## src/rtl/nor_cmd_seq.sv

```systemverilog
// NOR command sequencer: expands one high-level operation into the JEDEC unlock/command
// write sequence on a pipelined wishbone master, waits on RY/BY#, and verifies programs.
module nor_cmd_seq #(
   parameter int unsigned ADDRBITS       = 26,
   parameter int unsigned DATABITS       = 16,
   parameter int unsigned SETTLE_CYCLES  = 16,
   parameter logic [31:0] TIMEOUT_CYCLES = 32'd50_000_000
) (
   input  logic                wb_clk_i,
   input  logic                wb_rst_i,
   input  logic                cmd_valid_i,
   output logic                cmd_ready_o,
   input  logic [1:0]          cmd_op_i,
   input  logic [ADDRBITS-1:0] cmd_addr_i,
   input  logic [DATABITS-1:0] cmd_data_i,
   output logic                done_o,
   output logic [1:0]          status_o,
   output logic                busy_o,
   output logic                wbm_cyc_o,
   output logic                wbm_stb_o,
   output logic                wbm_we_o,
   output logic [ADDRBITS-1:0] wbm_adr_o,
   output logic [DATABITS-1:0] wbm_dat_o,
   input  logic [DATABITS-1:0] wbm_dat_i,
   input  logic                wbm_ack_i,
   input  logic                wbm_stall_i,
   input  logic                wbm_err_i,
   input  logic                nor_ry_i
);

   typedef enum logic [2:0] {
      StIdle, StIssue, StWaitAck, StSettle, StPoll, StVrdIssue, StVrdAck, StDone
   } state_e;

   localparam logic [1:0] OpProg  = 2'd0;
   localparam logic [1:0] OpSect  = 2'd1;
   localparam logic [1:0] OpReset = 2'd3;

   localparam logic [1:0] StatOk      = 2'd0;
   localparam logic [1:0] StatTimeout = 2'd1;
   localparam logic [1:0] StatBusErr  = 2'd2;
   localparam logic [1:0] StatVerify  = 2'd3;

   localparam logic [ADDRBITS-1:0] AdrA = ADDRBITS'(12'h555);
   localparam logic [ADDRBITS-1:0] AdrB = ADDRBITS'(12'h2AA);
   localparam logic [31:0]         SettleLast = 32'(SETTLE_CYCLES - 1);
   localparam logic [31:0]         TimeoutLast = TIMEOUT_CYCLES - 32'd1;

   state_e              state_q, state_d;
   logic [1:0]          op_q, op_d;
   logic [ADDRBITS-1:0] addr_q, addr_d;
   logic [DATABITS-1:0] data_q, data_d;
   logic [2:0]          step_q, step_d;
   logic [31:0]         cnt_q, cnt_d;
   logic [1:0]          status_q, status_d;

   logic [ADDRBITS-1:0] step_adr;
   logic [DATABITS-1:0] step_dat;
   logic                last_step;

   // Command tables, indexed by the latched op and the current step.
   always_comb begin
      step_adr  = '0;
      step_dat  = '0;
      last_step = 1'b0;
      case (op_q)
         OpProg: begin
            case (step_q)
               3'd0:    begin step_adr = AdrA; step_dat = DATABITS'(8'hAA); end
               3'd1:    begin step_adr = AdrB; step_dat = DATABITS'(8'h55); end
               3'd2:    begin step_adr = AdrA; step_dat = DATABITS'(8'hA0); end
               default: begin step_adr = addr_q; step_dat = data_q; last_step = 1'b1; end
            endcase
         end
         OpReset: begin
            step_dat  = DATABITS'(8'hF0);
            last_step = 1'b1;
         end
         default: begin
            case (step_q)
               3'd0:    begin step_adr = AdrA; step_dat = DATABITS'(8'hAA); end
               3'd1:    begin step_adr = AdrB; step_dat = DATABITS'(8'h55); end
               3'd2:    begin step_adr = AdrA; step_dat = DATABITS'(8'h80); end
               3'd3:    begin step_adr = AdrA; step_dat = DATABITS'(8'hAA); end
               3'd4:    begin step_adr = AdrB; step_dat = DATABITS'(8'h55); end
               default: begin
                  step_adr  = (op_q == OpSect) ? addr_q : AdrA;
                  step_dat  = (op_q == OpSect) ? DATABITS'(8'h30) : DATABITS'(8'h10);
                  last_step = 1'b1;
               end
            endcase
         end
      endcase
   end

   always_ff @(posedge wb_clk_i) begin
      if (wb_rst_i) begin
         state_q  <= StIdle;
         op_q     <= 2'd0;
         addr_q   <= '0;
         data_q   <= '0;
         step_q   <= 3'd0;
         cnt_q    <= 32'd0;
         status_q <= StatOk;
      end else begin
         state_q  <= state_d;
         op_q     <= op_d;
         addr_q   <= addr_d;
         data_q   <= data_d;
         step_q   <= step_d;
         cnt_q    <= cnt_d;
         status_q <= status_d;
      end
   end

   always_comb begin
      state_d  = state_q;
      op_d     = op_q;
      addr_d   = addr_q;
      data_d   = data_q;
      step_d   = step_q;
      cnt_d    = cnt_q;
      status_d = status_q;
      if (wbm_cyc_o && wbm_err_i) begin
         state_d  = StDone;
         status_d = StatBusErr;
         cnt_d    = 32'd0;
      end else begin
         case (state_q)
            StIdle: begin
               if (cmd_valid_i) begin
                  op_d    = cmd_op_i;
                  addr_d  = cmd_addr_i;
                  data_d  = cmd_data_i;
                  step_d  = 3'd0;
                  cnt_d   = 32'd0;
                  state_d = StIssue;
               end
            end
            StIssue: if (!wbm_stall_i) state_d = StWaitAck;
            StWaitAck: begin
               if (wbm_ack_i) begin
                  if (!last_step) begin
                     step_d  = step_q + 3'd1;
                     state_d = StIssue;
                  end else if (op_q == OpReset) begin
                     status_d = StatOk;
                     state_d  = StDone;
                  end else begin
                     cnt_d   = 32'd0;
                     state_d = StSettle;
                  end
               end
            end
            StSettle: begin
               if (cnt_q == SettleLast) begin
                  cnt_d   = 32'd0;
                  state_d = StPoll;
               end else begin
                  cnt_d = cnt_q + 32'd1;
               end
            end
            StPoll: begin
               // Ready takes priority over a coincident timeout.
               if (nor_ry_i) begin
                  cnt_d = 32'd0;
                  if (op_q == OpProg) begin
                     state_d = StVrdIssue;
                  end else begin
                     status_d = StatOk;
                     state_d  = StDone;
                  end
               end else if (cnt_q == TimeoutLast) begin
                  cnt_d    = 32'd0;
                  status_d = StatTimeout;
                  state_d  = StDone;
               end else begin
                  cnt_d = cnt_q + 32'd1;
               end
            end
            StVrdIssue: if (!wbm_stall_i) state_d = StVrdAck;
            StVrdAck: begin
               if (wbm_ack_i) begin
                  status_d = (wbm_dat_i == data_q) ? StatOk : StatVerify;
                  state_d  = StDone;
               end
            end
            StDone: begin
               step_d  = 3'd0;
               state_d = StIdle;
            end
            default: state_d = StIdle;
         endcase
      end
   end

   always_comb begin
      cmd_ready_o = (state_q == StIdle);
      busy_o      = (state_q != StIdle);
      done_o      = (state_q == StDone);
      status_o    = status_q;
      wbm_cyc_o   = 1'b0;
      wbm_stb_o   = 1'b0;
      wbm_we_o    = 1'b0;
      wbm_adr_o   = '0;
      wbm_dat_o   = '0;
      case (state_q)
         StIssue: begin
            wbm_cyc_o = 1'b1;
            wbm_stb_o = 1'b1;
            wbm_we_o  = 1'b1;
            wbm_adr_o = step_adr;
            wbm_dat_o = step_dat;
         end
         StWaitAck, StVrdAck: wbm_cyc_o = 1'b1;
         // Programs keep the bus cycle open so the verify read follows without a FIFO flush.
         StSettle, StPoll: wbm_cyc_o = (op_q == OpProg);
         StVrdIssue: begin
            wbm_cyc_o = 1'b1;
            wbm_stb_o = 1'b1;
            wbm_adr_o = addr_q;
         end
         default: ;
      endcase
   end

endmodule

```

## config.mk

```make
export PLATFORM = sky130hd
export DESIGN_NAME = nor_cmd_seq
export DESIGN_NICKNAME = d
export VERILOG_FILES = /design/src/rtl/nor_cmd_seq.sv
export SDC_FILE = /design/constraint.sdc
export NUM_CORES = 1
export LEC_CHECK = 0
export ABC_AREA = 1
export CELL_PAD_IN_SITES_DETAIL_PLACEMENT = 0
export CELL_PAD_IN_SITES_GLOBAL_PLACEMENT = 1
export CORE_ASPECT_RATIO = 1.4
export CORE_MARGIN = 10
export CORE_UTILIZATION = 32
export CTS_BUF_LIST = sky130_fd_sc_hd__clkbuf_4 sky130_fd_sc_hd__clkbuf_8 sky130_fd_sc_hd__clkbuf_16
export CTS_CLUSTER_SIZE = 40
export DETAILED_ROUTE_END_ITERATION = 8
export PLACE_DENSITY_LB_ADDON = 0.1
export SLEW_MARGIN = 20
export SYNTH_ARGS = -nofsm -noshare
export SYNTH_HDL_FRONTEND = slang
export SYNTH_SLANG_ARGS = --single-unit
```

## constraint.sdc

```tcl
create_clock -name wb_clk_i -period 2.2 [get_ports wb_clk_i]
set_input_delay 0.33 -clock wb_clk_i [delete_from_list [all_inputs] [get_ports wb_clk_i]]
set_output_delay 0.33 -clock wb_clk_i [all_outputs]
set_load 0.01 [all_outputs]
```

### Word-level counts from Yosys, hierarchy flattened

Cells that the tools add are included.

* bits in registers: 84
* output and inout bits: 50
* word-level logic and storage cells: 122

* add/subtract/negate cells: 2
* eq/ne operators: 35
* multiplexer cells: 51
* bitwise logic cells: 1
* reductions and logical operators: 25

Operators by type and width (number)
* 2-to-1 mux 32 bit: 7
* case mux 26 bit (2 select lines): 4
* case mux 32 bit (4 select lines): 1
* case mux 16 bit (3 select lines): 1
* 2-to-1 mux 3 bit: 14
* adder 32 x 1 -> 32 bit, second input constant: 1
* equality test 32 x 26 -> 1 bit, second input constant: 1
* equality test 32 x 4 -> 1 bit, second input constant: 1
* case mux 16 bit (2 select lines): 1
* != test 3 bit, second input constant: 9
* 2-to-1 mux 26 bit: 1
* case mux 3 bit (8 select lines): 1
* case mux 8 bit (3 select lines): 1
* AND reduction 7 bit: 3
* 2-to-1 mux 2 bit: 10
* equality test 16 bit: 1
* 2-to-1 mux 16 bit: 1
* equality test 3 bit, second input constant: 5
* != test 2 bit, second input constant: 7
* equality test 3 x 2 -> 1 bit, second input constant: 4
* OR reduction 2 bit: 6
* AND reduction 5 bit: 2
* case mux 3 bit (3 select lines): 1
* nonzero test 3 bit: 3
* other kinds (19): 28

### Logic depth before layout (Yosys ltp)

* depth after elaboration: 8
* mapped depth: 15

### Worst setup path after synthesis

No wires, ideal clock.

* kind: register to output
* start: reg step_q[0]
* end: out wbm_adr_o[11]
* data arrival time: 1.909 ns
* required time: 1.870 ns
* setup slack: -0.039 ns
* stages on the path, launching flop included: 13
* cells stage by stage: dfxtp_1 > inv_1 > ha_1 > o21ai_2 > inv_1 > nor2_4 > inv_1 > nor2_2 > nand2_2 > o21ai_2 > a21oi_2 > buf_4 > nor2_1

* longest elaborated chain between the ends: 5
* elaborated cells between the ends (all ways): 12
* those cells by class: eq/ne (4); mux (4); reduce/logical (4)

Ends and longest elaborated chain
* start, declared: line 53 `logic [2:0] step_q, step_d;`
* start signal, assigned: line 110 `step_q <= step_d;`
* equality test 3 x 2 -> 1 bit (tied with other cells): line 80 `case (step_q)`
* OR reduction 3 bit (no source line) or OR reduction 2 bit (tied branches)
* case mux 26 bit (2 select lines), on equally long branches: line 80, 68
* case mux 26 bit (2 select lines) *: line 66 `case (op_q)`
* case mux 26 bit (2 select lines) *: line 207 `case (state_q)`
* end, declared: line 22 `output logic [ADDRBITS-1:0] wbm_adr_o,`

Mark *: on every way between the ends. The rest lies on a longest branch, timed or not.

### Final worst setup path

* start: reg step_q[1]
* end: out wbm_adr_o[21]

The elaborated chain is that of the path after synthesis.

==> flow_summary.yaml <==
drt:
  via_count: 6021
  avgViaCountPerCell: 4.78
  drt_first_pass_iters: 4
  drt_iter0_markers: 254
  route.detailed.drc: 0
  ant_nets: 0
  wl_um: 19600
  post_drt_wl_per_cell_um: 15.6
finish:
  fin_cells: 1259
  drive_gt1_share_pct: 22.4
  fillers: 1716
  finish.instance_area_sq_mm: 0.00792
  seq_area_sq_mm: 0.00169
  post-route-util_pct: 48.6
  nNetsFinal: 1130
  multi_input_area_sq_mm: 0.00342
  area_growth_pct: 48.0
synthesis:
  synthesis.area_sq_mm: 0.00535
  synthTopCellsByArea: "dfxtp_1 (31%), nand2_1 (13%), inv_1 (9.0%)"
  synth_most_common_cell: "nand2_1"
  syn-num-nets: 949
  synth_warnings: 0
  synth_edf_count: 0
  syn_area_per_cell_sq_um: 6.13
  synth-seq-area-share_pct: 31.4
  yosysTopAreaCellShare_pct: 31.4
  yosysTopAreaCell: "dfxtp_1"
  ys_seq_elements: 84
  synth_cells: 873
  async_reset_ff_share_pct: 0
  synth_ff_type: "dfxtp_1"
  synth_cell_types: 38
  yosys-top-cells-count: "nand2_1 (188), inv_1 (129), nor2_1 (124)"
setup_path:
  r2r-end: "cnt_q[21]$_SDFFE_PP0P_"
  crit_path_cell_trace: "inv_4 > ha_4 > o21ai_4 > inv_2 > nor2_4 > inv_2 > nor2_4 > nand2_4 > o21ai_4 > a21oi_4 > clkbuf_16 > nor2_1 > buf_2"
  path_depth: 13
  slowest_stage: "dfxtp_4"
  path_buf_inv: 5
  slowest_delay_ns: 0.39
  required_ns: 1.87
  r2r-start: "op_q[0]$_SDFFE_PP0P_"
  arrival_ns: 2.12
  r2r_cells: 11
  critPathCaptureType: "primary output"
  r2r_setup_slack_ns: 0.15
  critPathLaunchType: "register"
  crit_type: "reg -> out"
  cp_top_family: "buffers and inverters"
  cp_max_fo: 7
cts:
  clk_pin_slew_ns: 0.07
  root_buffer: "clkbuf_16"
  cts_tree: "built"
  cts_buffers: 9
  cts.sink_count: 84
  cts_hold_buffers: 0
  htreeDepth: 3
  clock_latency_ns: 0.35
  clk_path_buf_depth: 2
flow_run:
  max_cap_violations: 0
sta:
  period_needed_ns: 2.45
  post-route-period-util_pct: 111
  fmax_mhz: 408
  max_slew.worst_pin.slew_ns: 0.422
  hold_violations: 0
  finalMaxSlewViolations: 0
  setup_slack_ns: -0.251
  skew_ns: 0.00868
  rsz0062_at_grt: "yes"
  setup_viol: 42
  maxSlewHeadroom_pct: 71.7
place:
  dpl.hpwl_um: 15000
  portBuffers: 116
  gp_congestion: 0.865
  placed_cell_area_sq_mm: 0.00717
  place_inst: 1229
grt:
  globalRouteMet1Util_pct: 17.4
  antenna_found_initial: 2
  grt_start_max_net_pins: 89
  grt_use_total_pct: 17.0
  use_met2_pct: 31.4
  grt_overflow_total: 0
  grt_pass1_vias: 5925
  gr-usage-met3_pct: 5.45
  busiest_layer: "met2"
  grt_pass1_wl_um: 30300
outcome:
  violations: "setup timing"
  status: "finished, violations left"
pwr:
  p_comb_share_pct: 59.7
  power.switching_mw: 3.91
  clkPwrFrac_pct: 17.3
  p_leak_nw: 3.36
  netSwitchingFraction_pct: 45.2
  pwr-share-seq_pct: 23.0
  power_density_mw_per_mm2: 1090
  p_int_mw: 4.75
  ir_drop_v: 0.000476
floorplan:
  initial_core_util_pct: 32.8
  die_h_um: 173
  coreArea_sq_mm: 0.0163
  pin_count: 117
  chipWidth_um: 129
  rows: 55
  dieArea_sq_mm: 0.0224
min_path:
  hold_start: "addr_q[18]$_SDFFE_PP0P_"
  min_path_type: "reg -> reg"
  holdPathStages: 2
  min_to: "addr_q[18]$_SDFFE_PP0P_"
==> tightest hold or removal path, cell delays in order (launching register included) <==
cell,delay [ns]
dfxtp_1,0.30
inv_1,0.06
a21oi_1,0.05
==> how the worst max path moves through the flow <==
stage / from / to / slack [ns]
floorplan: step_q[0]$_SDFFE_PP0P_ / wbm_adr_o[11] / -0.04
global placement: step_q[0]$_SDFFE_PP0P_ / wbm_adr_o[22] / -0.42
detailed placement: step_q[0]$_SDFFE_PP0P_ / wbm_adr_o[20] / -0.44
CTS: step_q[0]$_SDFFE_PP0P_ / wbm_adr_o[17] / -0.23
global route: step_q[1]$_SDFFE_PP0P_ / wbm_adr_o[18] / -0.35
finish: step_q[1]$_SDFFE_PP0P_ / wbm_adr_o[21] / -0.25
==> timing repair <==
action                     in CTS  in global routing
resized for setup             232                 92
cloned                          1                  1
setup buffers                   6                  6
setup endpoints to repair      43                 66
pin swaps                      11                 17
==> layout make-up <==
cell class	count	share of cell area (%)
Multi-Input combinational cell	626	43.2
Timing Repair Buffer	197	22.2
Sequential cell	84	21.3
Inverter	136	6.51
Tap cell	199	3.14
Clock buffer	10	3.02
Clock inverter	6	0.569
Antenna cell	1	0.0316
==> per-stage QoR <==
| step | setup slack [ns] | hold WS, ns | power (mW) | TNS [ns] |
|---|---|---|---|---|
| floorplan | -0.0388 | 0.399 | 4.50 | -0.388 |
| global placement | -0.421 | 0.442 | 6.47 | -13.70 |
| detailed placement | -0.436 | 0.443 | 6.44 | -13.88 |
| CTS | -0.234 | 0.456 | 8.22 | -7.56 |
| global route | -0.355 | 0.492 | 9.32 | -12.50 |
| finish | -0.251 | 0.458 | 8.67 | -7.95 |
==> cells by family (layout without fill, tap and decap cells) <==
logic type,Yosys count,in the layout,share of synthesized area (%)
AOI/OAI and AO/OA,181,181,18.5
DFF,84,84,31.4
xor gates and xnor gates,14,14,2.29
other,0,1,0
adders and majority gates,9,9,2.10
buffers and inverters,164,349,12.2
and+or+nand+nor,421,422,33.5
==> per-layer routing <==
metal,routed length [um],part of all wire (%)
met3,1140,5.8
met2,10400,53
met5,17,0.087
met4,442,2.3
met1,7550,39
==> sequential cells by signal, summed over array words and instances (netlist names) <==
name      flops
op_q          2
data_q       16
status_o      2
cnt_q        32
step_q        3
addr_q       26
state_q       3
==> placed cells by master (no fill, tap or decap), types with 13 or more instances in the layout <==
cell type / instances
o21ai_0: 52
nor3_1: 18
inv_2: 13
a21oi_1: 67
clkdlybuf4s50_1: 71
nor2_1: 104
inv_1: 121
nand2_1: 182
buf_4: 65
nand3_1: 47
o21ai_1: 18
dfxtp_1: 82
buf_6: 25
nor2_4: 19
buf_2: 26
==> power groups by stage <==
stage                     Combinational (mW)  Clock, mW  Sequential, mW
after floorplan                         2.51          0            1.99
after global placement                  4.46          0            2.01
after detailed placement                4.43          0            2.01
after CTS                               4.68       1.56            1.99
after global routing                    5.68       1.61            2.03
final                                   5.17       1.50            1.99
No activity file was read; power rests on OpenSTA's default activity.
